### src/rtl/vga_fb_pixel_stream.sv
// rtl/vga_fb_pixel_stream.sv - framebuffer SRAM reader and pixel/sync output stage behind vga_sync
module vga_fb_pixel_stream #(
    parameter int H_VISIBLE    = 640,
    parameter int V_VISIBLE    = 480,
    parameter int ADDR_BITS    = 20,
    parameter int DATA_BITS    = 12,
    parameter int READ_LATENCY = 2
) (
    input  logic                 clk,
    input  logic                 reset,
    input  logic                 visible,
    input  logic                 hsync,
    input  logic                 vsync,
    input  logic [9:0]           column,
    input  logic [9:0]           row,
    output logic [ADDR_BITS-1:0] sram_addr,
    output logic                 sram_rd_en,
    input  logic [DATA_BITS-1:0] sram_data,
    output logic [3:0]           vga_red,
    output logic [3:0]           vga_green,
    output logic [3:0]           vga_blue,
    output logic                 vga_hsync,
    output logic                 vga_vsync
);

    // Pipeline depth from timing input to DAC pins: address register,
    // SRAM latency, output register.
    localparam int P = READ_LATENCY + 2;

    if (READ_LATENCY < 1 || READ_LATENCY > 8) begin : g_bad_latency
        $error("vga_fb_pixel_stream: READ_LATENCY must be in 1..8");
    end

    if (longint'(H_VISIBLE) * longint'(V_VISIBLE) > (longint'(1) << ADDR_BITS)) begin : g_bad_addr
        $error("vga_fb_pixel_stream: ADDR_BITS too narrow for H_VISIBLE*V_VISIBLE");
    end

    logic [ADDR_BITS-1:0] next_addr;
    // Visible only needs P-1 stages: the colour register itself is the last one.
    logic [P-2:0]         vis_dly;
    logic [P-1:0]         hsync_dly;
    logic [P-1:0]         vsync_dly;
    logic                 frame_start;
    logic                 frame_done;

    assign frame_start = visible && (column == 10'd0) && (row == 10'd0);
    assign frame_done  = !visible && (32'(row) >= 32'(V_VISIBLE));

    // Linear read address: resync at top-left, step per visible pixel, clear in vertical blanking.
    always_ff @(posedge clk) begin
        if (reset) begin
            next_addr  <= '0;
            sram_addr  <= '0;
            sram_rd_en <= 1'b0;
        end else if (frame_start) begin
            sram_addr  <= '0;
            sram_rd_en <= 1'b1;
            next_addr  <= ADDR_BITS'(1);
        end else if (visible) begin
            sram_addr  <= next_addr;
            sram_rd_en <= 1'b1;
            next_addr  <= next_addr + 1'b1;
        end else begin
            sram_rd_en <= 1'b0;
            if (frame_done) begin
                next_addr <= '0;
            end
        end
    end

    // Delay visible and syncs so they line up with data returning from the SRAM.
    always_ff @(posedge clk) begin
        if (reset) begin
            vis_dly   <= '0;
            hsync_dly <= '1;
            vsync_dly <= '1;
        end else begin
            vis_dly   <= {vis_dly[P-3:0], visible};
            hsync_dly <= {hsync_dly[P-2:0], hsync};
            vsync_dly <= {vsync_dly[P-2:0], vsync};
        end
    end

    // Colour register: unpack SRAM word while visible, force black in blanking.
    always_ff @(posedge clk) begin
        if (reset) begin
            vga_red   <= 4'd0;
            vga_green <= 4'd0;
            vga_blue  <= 4'd0;
        end else if (vis_dly[P-2]) begin
            vga_red   <= sram_data[DATA_BITS-1 -: 4];
            vga_green <= sram_data[DATA_BITS-5 -: 4];
            vga_blue  <= sram_data[DATA_BITS-9 -: 4];
        end else begin
            vga_red   <= 4'd0;
            vga_green <= 4'd0;
            vga_blue  <= 4'd0;
        end
    end

    assign vga_hsync = hsync_dly[P-1];
    assign vga_vsync = vsync_dly[P-1];

endmodule

### config.mk
export PLATFORM = sky130hd
export DESIGN_NAME = vga_fb_pixel_stream
export DESIGN_NICKNAME = d
export VERILOG_FILES = /design/src/rtl/vga_fb_pixel_stream.sv
export SDC_FILE = /design/constraint.sdc
export NUM_CORES = 1
export LEC_CHECK = 0
export ABC_AREA = 1
export BUFFER_PORTS_ARGS = -buffer_cell sky130_fd_sc_hd__buf_4
export CORE_MARGIN = 3
export CORE_UTILIZATION = 50
export CTS_CLUSTER_DIAMETER = 80
export DETAILED_ROUTE_END_ITERATION = 8
export PLACE_DENSITY = 0.77
export SYNTH_ARGS = -nofsm -noshare
export SYNTH_HDL_FRONTEND = slang
export SYNTH_SLANG_ARGS = --single-unit
### constraint.sdc
create_clock -name clk -period 1.6 [get_ports clk]
set_input_delay 0.16 -clock clk [delete_from_list [all_inputs] [get_ports clk]]
set_output_delay 0.16 -clock clk [all_outputs]
set_load 0.02 [all_outputs]
# ---- Word-level counts from Yosys, hierarchy flattened
# Index checks and enable logic that the tools add are counted.
dict set report word_totals {
  ff_bits 64
  in_bits 37
  word_cells 28
}
dict set report op_classes {
  add_sub_neg 1
  n_lt_le_gt_ge 1
  mux 5
  n_bitwise 1
  n_reduce_logical 10
}
# op n
set ops {}
lappend ops {{two-way mux 20 bit} 2}
lappend ops {{adder 20 x 1 -> 20 bit, second input constant} 1}
lappend ops {{logical NOT 10 bit} 2}
lappend ops {{>= comparator 10 x 9 -> 1 bit, second input constant} 1}
lappend ops {{OR reduction 2 bit} 2}
lappend ops {{logical AND 1 bit} 3}
lappend ops {{two-way mux 1 bit} 3}
lappend ops {{nonzero test 3 bit} 1}
lappend ops {{nonzero test 2 bit} 1}
lappend ops {{logical NOT 1 bit} 1}
lappend ops {{inverter 1 bit} 1}

# ---- Longest topological paths before layout
# Gate-level depths: netlist of run 1.
dict set report depth {
  depth_word 5
  depth_mapped 9
}

# ---- Worst setup path before layout of run 1
# Ideal clock, no wire load.
dict set report synth_timing {
  kind {register to register}
  startpoint {register next_addr[0]}
  endpoint {register next_addr[18]}
  setup_ns 0.115
  arrival_ns 1.111
  setup_slack_ns 0.374
  stages_incl_launch_ff 9
  path_buffers 0
  synth_period_minus_slack_ns 1.226
  path_cell_list {dfxtp_1 -> ha_1 -> nand2_1 -> nor2_4 -> nand3_1 -> nor2_1 -> nand2_1 -> nand2_1 -> nor2_1}
}
dict set report synth_via {
  elab_chain_cells 2
}
# element line_no
set synth_lines {}
lappend synth_lines {{from (decl)} 38} ;# logic [ADDR_BITS-1:0] next_addr;
lappend synth_lines {{from (signal assigned)} 62} ;# next_addr <= next_addr + 1'b1;
lappend synth_lines {{adder 20 x 1 -> 20 bit} 62}
lappend synth_lines {{two-way mux 20 bit} 59} ;# end else if (visible) begin
# Every way passes these cells.
# A chain may end at the register's enable or synchronous reset.

# ---- Worst setup path in the final report of run 1
dict set report layout_timing {
  startpoint {register next_addr[1]}
  endpoint {register next_addr[18]}
}
# Same word-level chain as after synthesis.

==> metrics.yaml, run 1 <==
worstMarginPinSlew_ns: 0.428
fill_cells: 417
cts.sinks: 64
cts_tree: "built"
synthTopCellsByCount: "nand2_1 (98), dfxtp_1 (64), nor2_1 (64)"
antenna_cells: 0
r2r_setup_slack_ns: 0.18
synthCells: 351
synth.largest_area_cell: "dfxtp_1"
grt_max_degree: 26
synth_top_area_share_pct: 49.7
status: "finished, final reports clean"
setup_viol: 0
syn_nets: 389
clock_path_buffers: 2
grt_pass1_wl_um: 9980
synth_area_um2: 2580
clock_latency_ns: 0.34
min_from: "sram_data[3]"
synth_warnings: 0
place_congestion: 0.840
design.portCount: 72
grt.total_usage_pct: 20.8
multi_input_area_um2: 1090
cp.arrival_ns: 1.66
die_h_um: 77.8
via_per_inst: 4.74
holdPathStages: 3
path_class: "flip-flop to flip-flop"
power_mw: 3.21
worst_ep_required_time_ns: 1.84
period_share_pct: 88.7
power_density_nw_per_um2: 949
hold_path_class: "primary input to flip-flop"
core_area_um2: 4850
avgSynthCellArea_um2: 7.34
antenna_found_initial: 0
fin_nets: 466
synth_cell_types: 27
critPathLaunchType: "flip-flop"
hold_viol: 0
r2r_cells: 8
r2r_end: "next_addr[18]"
dr.pass1.iters: 4
clk_pin_slew_ns: 0.08
ys_top_cells_by_area: "dfxtp_1 (50%), nand2_1 (14%), nor2_1 (9.3%)"
preCtsSetupSlack_ns: 0.205
stdcell_area_um2: 3390
post_cts_resized: 0
synthFlopType: "dfxtp_1"
finalClockSkew_ns: 0.00535
drc: 0
timing.slew.headroom_pct: 71.4
end_kind: "flip-flop"
r2r-start: "next_addr[1]"
die_width_um: 77.8
setup_slack_ns: 0.181
wirelength_um: 5790
cts.htree.levels: 3
clockRootBuffer: "clkbuf_8"
drt-initial-drc-count: 125
post_drt_wl_per_cell_um: 11.6
crit_fanout: 4
holdPathEnd: "vga_blue[3]"
dr_total_vias: 2371
start_util_pct: 53.2
rsz0062_at_grt: "false"
synth_edf_count: 0
fmax_mhz: 705
drive_gt1_share_pct: 26.3
slew_violations: 0
dpl.hpwl_um: 4160
drtAntennaViolNets: 0
ys_seq_elements: 64
synth_seq_area_share_pct: 49.7
tns_ns: 0
postCtsSetupBuffers: 0
p_leak_nw: 1.50
cts_buffers: 9
synth.most_common_cell: "nand2_1"
seq_area_um2: 1280
row_count: 25
area_growth_pct: 31.4
overflow: 0
die-area_um2: 6050
place.port_buffers: 71
timing.final.crit_period_ns: 1.42
peakVddDrop_v: 0.000572
cap_viol_max_count: 0
synthArstFlopShare_pct: 0
dpl-instance-area_um2: 3160
grt_pass1_vias: 2249
## flip-flops by register name, indices dropped and copies added (netlist names)
signal      cells
hsync_dly       4
next_addr      20
sram_addr      20
sram_rd_en      1
vga_blue        4
vga_green       4
vga_red         4
vis_dly         3
vsync_dly       4
## per-stage QoR
step,instances,hold slack (ns),utilization [%]
floorplan,351,0.264,-
global placement,482,0.345,65.2
detailed placement,482,0.351,65.2
CTS,500,0.0200,69.9
global route,500,0.0147,69.9
finish,500,0.0230,69.9
## worst max-delay path by stage
stage	endpoint	cells after the start	from	slack, ns
2_1_floorplan	next_addr[18]	8	next_addr[0]	0.37
3_3_place_gp	next_addr[18]	8	next_addr[0]	0.24
3_5_place_dp	next_addr[18]	8	next_addr[1]	0.20
4_1_cts	next_addr[18]	8	next_addr[1]	0.19
5_1_grt	next_addr[18]	8	next_addr[1]	0.03
6_report	next_addr[18]	8	next_addr[1]	0.18
## worst max-delay path: stages (launching register included)
cell	delay [ns]
dfxtp_1	0.39
ha_1	0.19
nand2_1	0.12
nor2_4	0.17
nand3_1	0.13
nor2_1	0.16
nand2_1	0.06
nand2_1	0.06
nor2_1	0.03
## logic make-up after synthesis
family | Yosys count | share of synthesized area (%)
AOI/OAI and AO/OA | 35 | 7.09
xor gates and xnor gates | 2 | 0.680
adders and majority gates | 1 | 0.485
buffers and inverters | 48 | 7.96
DFF | 64 | 49.7
and+or+nand+nor | 201 | 34.1
## layout by cell type, fill, tap and decap left out, drive strengths merged, types with 2 or more instances in the layout
cell type / count
dlygate4sd3: 2
nor2: 71
clkinvlp: 2
buf: 76
dfxtp: 64
nand2: 103
inv: 37
nand3: 11
a21oi: 27
a31oi: 2
clkbuf: 10
nand4: 6
or2: 8
clkinv: 2
o21ai: 4
## layer usage
metal  vias up  wire length, um  global-route usage (%)
met4         0               80                    7.30
met2        65             2720                    32.3
met5         -                0                       0
met1      1067             2550                    26.3
met3         8              437                    8.12
li1       1231                -                       -
## where the power goes
part	leakage (nW)	internal (mW)	switching, mW
sequential	0.518	1.61	0.00752
combinational	0.882	0.0978	0.102
clock	0.0989	0.766	0.629
total	1.50	2.48	0.739
## cell type report
type	instances	area share, %
flip-flops and latches	64	37.8
well taps	67	2.48
clock buffers	10	4.06
inverters	36	3.99
repair buffers	78	17.4
multi-input cells	239	32.2
clock inverters	6	1.99
## timing repair
action | 4_1_cts | 5_1_grt
endpoints found under the hold margin | 2 | 0
hold buffers | 2 | 0
setup endpoints to repair | 0 | 0
No activity file was read; power rests on OpenSTA's default activity.
==> run 2: changes to the inputs <==
--- a/config.mk
+++ b/config.mk
@@ -7,7 +7,7 @@
 export LEC_CHECK = 0
 export ABC_AREA = 1
 export BUFFER_PORTS_ARGS = -buffer_cell sky130_fd_sc_hd__buf_4
-export CORE_MARGIN = 3
+export CORE_MARGIN = 2
 export CORE_UTILIZATION = 50
 export CTS_CLUSTER_DIAMETER = 80
 export DETAILED_ROUTE_END_ITERATION = 8
==> metrics.yaml, run 2 (same netlist as run 1, synthesis figures left out) <==
status: "finished, final reports clean"  # unchanged
clock_path_buffers: 2  # unchanged
grt_pass1_wl_um: 8940  # was 9980 um
r2r_end: "next_addr[18]"  # unchanged
drtAntennaViolNets: 0  # unchanged
place.port_buffers: 71  # unchanged
postCtsSetupBuffers: 0  # unchanged
r2r_setup_slack_ns: 0.21  # was 0.18 ns
setup_viol: 0  # unchanged
cts_tree: "built"  # unchanged
cts.sinks: 64  # unchanged
hold_path_class: "primary input to flip-flop"  # unchanged
tns_ns: 0  # unchanged
fmax_mhz: 720  # was 705 MHz
drc: 0  # unchanged
grt-busiest-layer: "met2"  # unchanged
worst_ep_required_time_ns: 1.84  # about the same
crit_fanout: 4  # unchanged
reg_top3: "next_addr: 20 flops, sram_addr: 20 flops"  # unchanged
cts_buffers: 9  # unchanged
power_density_nw_per_um2: 916  # was 949 nW/um^2
dr_total_vias: 2372  # was 2371
row_count: 26  # was 25
global_route.usage.met2_pct: 32.6  # was 32.3%
critPathMaxStageDelay_ns: 0.38  # was 0.39 ns
rsz0062_at_grt: "false"  # unchanged
r2r_cells: 8  # unchanged
die-area_um2: 5740  # was 6050 um^2
r2r-start: "next_addr[0]"  # was next_addr[1]
core_area_um2: 5040  # was 4850 um^2
setup_slack_ns: 0.211  # was 0.181 ns
worstMarginPinSlew_ns: 0.406  # was 0.428 ns
cap_viol_max_count: 0  # unchanged
die_h_um: 75.8  # was 77.8 um
clk_pin_slew_ns: 0.08  # about the same
dpl.hpwl_um: 4050  # was 4160 um
dp.cells: 486  # was 482
hold_viol: 0  # unchanged
end_kind: "flip-flop"  # unchanged
critPathLaunchType: "flip-flop"  # unchanged
timing.final.crit_period_ns: 1.39  # was 1.42 ns
design.portCount: 72  # unchanged
drive_gt1_share_pct: 26.5  # was 26.3%
via_per_inst: 4.71  # was 4.74
area_growth_pct: 31.0  # was 31.4%
antenna_cells: 0  # unchanged
crit_end: "next_addr[18]"  # unchanged
met1_usage_pct: 26.6  # was 26.3%
post_drt_wl_per_cell_um: 11.4  # was 11.6 um
slew_violations: 0  # unchanged
timing.slew.headroom_pct: 72.9  # was 71.4%
clock_latency_ns: 0.35  # was 0.34 ns
peakVddDrop_v: 0.000568  # was 0.000572 V
grt_max_degree: 16  # was 26
die_width_um: 75.8  # was 77.8 um
cpMostUsedCell: "nand2_1"  # unchanged
drt-initial-drc-count: 133  # was 125
hold_buffers: 2  # unchanged
dr.pass1.iters: 4  # unchanged
period_share_pct: 86.8  # was 88.7%
place_congestion: 0.849  # was 0.840
overflow: 0  # unchanged
start_util_pct: 51.1  # was 53.2%
grt_pass1_vias: 2059  # was 2249
cts.htree.levels: 3  # unchanged
cp.arrival_ns: 1.63  # was 1.66 ns
post_cts_resized: 0  # unchanged
path_class: "flip-flop to flip-flop"  # unchanged
cp_slowest_cell: "dfxtp_1"  # unchanged
p_leak_nw: 1.49  # was 1.50 nW
preCtsSetupSlack_ns: 0.234  # was 0.205 ns
crit_start: "next_addr[0]"  # was next_addr[1]
fin_cells: 504  # was 500
grtUsageMet3_pct: 4.63  # was 8.12%
finalClockSkew_ns: 0.00627  # was 0.00535 ns
utilization_pct: 66.9  # was 69.9%
antenna_found_initial: 0  # unchanged
mostFrequentLayoutCells: "nand2_1 (98), buf_4 (77), nor2_1 (64), dfxtp_1 (64), inv_1 (35)"  # was nand2_1 (98), buf_4 (76), nor2_1 (64), dfxtp_1 (64), inv_1 (35)
holdPathStages: 3  # unchanged
grt.total_usage_pct: 20.6  # was 20.8%
final_common_cell: "nand2_1"  # unchanged
fin_nets: 467  # was 466
wirelength_um: 5760  # was 5790 um
clockRootBuffer: "clkbuf_8"  # unchanged
crit_chain: "ha_1 -> nand2_1 -> nor2_4 -> nand3_1 -> nor2_1 -> nand2_1 -> nand2_1 -> nor2_1"  # unchanged
run 2: cell types whose count changed in the layout (fill, tap and decap cells not counted):
cell,change
clkinv_4,+1
buf_4,+1
bufinv_16,-1
inv_6,-1
clkinvlp_4,+1
run 2: final cells by class:
type | instances | area, um^2
Clock inverter | 6 | 45.0
Inverter | 36 | 135
Clock buffer | 10 | 138
Tap cell | 70 | 87.6
Multi-Input combinational cell | 239 | 1090
Timing Repair Buffer | 79 | 598
Sequential cell | 64 | 1280
Fill cell | 445 | 1670
run 2: worst min path at each step:
stage | start | endpoint
6_report | sram_data[9] | vga_red[1]
5_1_grt | sram_data[6] | vga_green[2]
4_1_cts | sram_data[9] | vga_red[1]
3_5_place_dp | hsync | hsync_dly[0]
3_3_place_gp | vsync | vsync_dly[0]
2_1_floorplan | hsync | hsync_dly[0]
run 2: metal layers:
metal	wire, um	vias to the layer above	share of wire (%)
li1	-	1235	-
met1	2680	1065	47
met2	2640	63	46
met3	321	9	5.6
met4	113	0	2.0
met5	0	-	0
run 2: where the power goes:
part / switching, mW / internal (mW) / total (mW)
combinational: 0.102 / 0.101 / 0.203
clock: 0.665 / 0.605 / 1.27
sequential: 0.00746 / 1.61 / 1.62
total: 0.775 / 2.32 / 3.09
run 2: through the flow:
stage | power (mW) | area, um^2 | hold slack (ns)
2_1_floorplan | 1.75 | 2580 | 0.264
4_1_cts | 3.11 | 3380 | 0.0192
3_3_place_gp | 1.85 | 3170 | 0.346
5_1_grt | 3.18 | 3380 | 0.0328
3_5_place_dp | 1.86 | 3170 | 0.349
6_report | 3.09 | 3380 | 0.0232
run 2: critical path, delay by kind of cell (launching register included):
| family | cells | cell delay (ns) |
|---|---|---|
| flip-flops | 1 | 0.38 |
| AND/OR/NAND/NOR | 7 | 0.72 |
| adder cells (fa/ha/maj) | 1 | 0.19 |
==> run 3: changes to the inputs <==
--- a/config.mk
+++ b/config.mk
@@ -7,6 +7,7 @@
 export LEC_CHECK = 0
 export ABC_AREA = 1
 export BUFFER_PORTS_ARGS = -buffer_cell sky130_fd_sc_hd__buf_4
+export CORE_ASPECT_RATIO = 0.8
 export CORE_MARGIN = 2
 export CORE_UTILIZATION = 50
 export CTS_CLUSTER_DIAMETER = 80
==> metrics.yaml, run 3 (same netlist as run 1, synthesis figures left out) <==
status: "finished, final reports clean"  # unchanged
crit_chain: "ha_1 -> nand2_1 -> nor2_4 -> nand3_1 -> nor2_1 -> nand2_1 -> nand2_1 -> nor2_1"  # unchanged
reg_top3: "next_addr: 20 flops, sram_addr: 20 flops"  # unchanged
critPathBufInv: 0  # unchanged
drive_gt1_share_pct: 26.2  # was 26.5%
cts_buffers: 9  # unchanged
end_kind: "flip-flop"  # unchanged
cp_slowest_cell: "dfxtp_1"  # unchanged
grt_max_degree: 23  # was 16
post_cts_resized: 0  # unchanged
cpMostUsedCell: "nand2_1"  # unchanged
cts_tree: "built"  # unchanged
design.portCount: 72  # unchanged
power_density_nw_per_um2: 931  # was 916 nW/um^2
clock_path_buffers: 2  # unchanged
routed-wl-met2_um: 2600  # was 2640 um
peakVddDrop_v: 0.000501  # was 0.000568 V
fmax_mhz: 718  # was 720 MHz
die-area_um2: 5750  # was 5740 um^2
setup_slack_ns: 0.208  # was 0.211 ns
r2r_setup_slack_ns: 0.21  # about the same
setup_viol: 0  # unchanged
via_per_inst: 4.75  # was 4.71
dr_total_vias: 2347  # was 2372
hold_path_class: "primary input to flip-flop"  # unchanged
place_congestion: 0.813  # was 0.849
antenna_cells: 0  # unchanged
overflow: 0  # unchanged
r2r_end: "next_addr[18]"  # unchanged
mostFrequentLayoutCells: "nand2_1 (98), buf_4 (76), nor2_1 (64), dfxtp_1 (64), inv_1 (35)"  # was nand2_1 (98), buf_4 (77), nor2_1 (64), dfxtp_1 (64), inv_1 (35)
clockRootBuffer: "clkbuf_8"  # unchanged
die_h_um: 68.2  # was 75.8 um
dpl.hpwl_um: 4050  # about the same
clk_pin_slew_ns: 0.06  # was 0.08 ns
fin_cells: 494  # was 504
die_width_um: 84.3  # was 75.8 um
crit_start: "next_addr[1]"  # was next_addr[0]
post_drt_wl_per_cell_um: 11.5  # was 11.4 um
worstMarginPinSlew_ns: 0.516  # was 0.406 ns
topRoutingLayerUsed: "met4"  # unchanged
grt_pass1_wl_um: 9290  # was 8940 um
r2r_cells: 8  # unchanged
period_share_pct: 87.0  # was 86.8%
timing.slew.headroom_pct: 65.5  # was 72.9%
crit_fanout: 4  # unchanged
row_count: 23  # was 26
clock_latency_ns: 0.33  # was 0.35 ns
fin_nets: 466  # was 467
grt_pass1_vias: 2089  # was 2059
drt-initial-drc-count: 84  # was 133
core_area_um2: 4980  # was 5040 um^2
dr.pass1.iters: 4  # unchanged
min_from: "hsync"  # was sram_data[9]
path_class: "flip-flop to flip-flop"  # unchanged
r2r-start: "next_addr[1]"  # was next_addr[0]
critPathMaxStageDelay_ns: 0.38  # about the same
holdPathEnd: "hsync_dly[0]"  # was vga_red[1]
start_util_pct: 51.8  # was 51.1%
dp.cells: 478  # was 486
cap_viol_max_count: 0  # unchanged
place.port_buffers: 71  # unchanged
slew_violations: 0  # unchanged
preCtsSetupSlack_ns: 0.214  # was 0.234 ns
antenna_found_initial: 0  # unchanged
timing.final.crit_period_ns: 1.39  # about the same
finalClockSkew_ns: 0.00524  # was 0.00627 ns
grt.total_usage_pct: 20.7  # was 20.6%
cp.arrival_ns: 1.62  # was 1.63 ns
critPathLaunchType: "flip-flop"  # unchanged
holdPathStages: 2  # was 3
worst_ep_required_time_ns: 1.83  # was 1.84 ns
area_growth_pct: 30.8  # was 31.0%
wl_met3_um: 346  # was 321 um
rsz0062_at_grt: "false"  # unchanged
p_leak_nw: 1.51  # was 1.49 nW
cts.htree.levels: 3  # unchanged
drtAntennaViolNets: 0  # unchanged
drc: 0  # unchanged
wl_met1_um: 2690  # was 2680 um
crit_family: "simple AND/OR/NAND/NOR gates"  # unchanged
final_common_cell: "nand2_1"  # unchanged
hold_viol: 0  # unchanged
cts.sinks: 64  # unchanged
wirelength_um: 5670  # was 5760 um
tns_ns: 0  # unchanged
## run 3: cell type report
| type | instances | area [um^2] |
|---|---|---|
| Tap cell | 62 | 77.6 |
| Inverter | 36 | 135 |
| Fill cell | 432 | 1610 |
| Sequential cell | 64 | 1280 |
| Multi-Input combinational cell | 239 | 1090 |
| Timing Repair Buffer | 78 | 601 |
| Clock inverter | 4 | 45.0 |
| Clock buffer | 11 | 141 |
## run 3: worst max-delay path by stage
stage	endpoint	slack, ns	depth (start not counted)
finish	next_addr[18]	0.21	8
CTS	next_addr[18]	0.20	8
detailed placement	next_addr[18]	0.21	8
global route	next_addr[18]	0.06	8
floorplan	next_addr[18]	0.37	8
global placement	next_addr[18]	0.29	8
## run 3: power breakdown
part | switching [mW] | total (mW) | internal [mW]
Sequential | 0.00769 | 1.62 | 1.61
Combinational | 0.101 | 0.202 | 0.101
Clock | 0.570 | 1.32 | 0.745
Total | 0.679 | 3.14 | 2.46
## run 3: per-layer routing
metal	vias to the layer above	global-route usage, %
li1	1236	-
met1	1045	26.3
met2	62	33.2
met3	4	7.72
met4	0	6.25
met5	-	0
## run 3: metrics by stage
step	hold slack, ns	power, mW	util, %	area, um^2
4_1_cts	0.000702	3.18	67.7	3370
6_report	0.0154	3.14	67.7	3370
2_1_floorplan	0.264	1.75	-	2580
5_1_grt	0.00691	3.27	67.7	3370
3_5_place_dp	0.349	1.86	63.8	3180
3_3_place_gp	0.346	1.85	63.8	3180
## run 3: repair_timing
action / CTS / global route
endpoints found under the hold margin: 1 / 0
hold buffers: 1 / 0
buffers inserted: 0 / 0
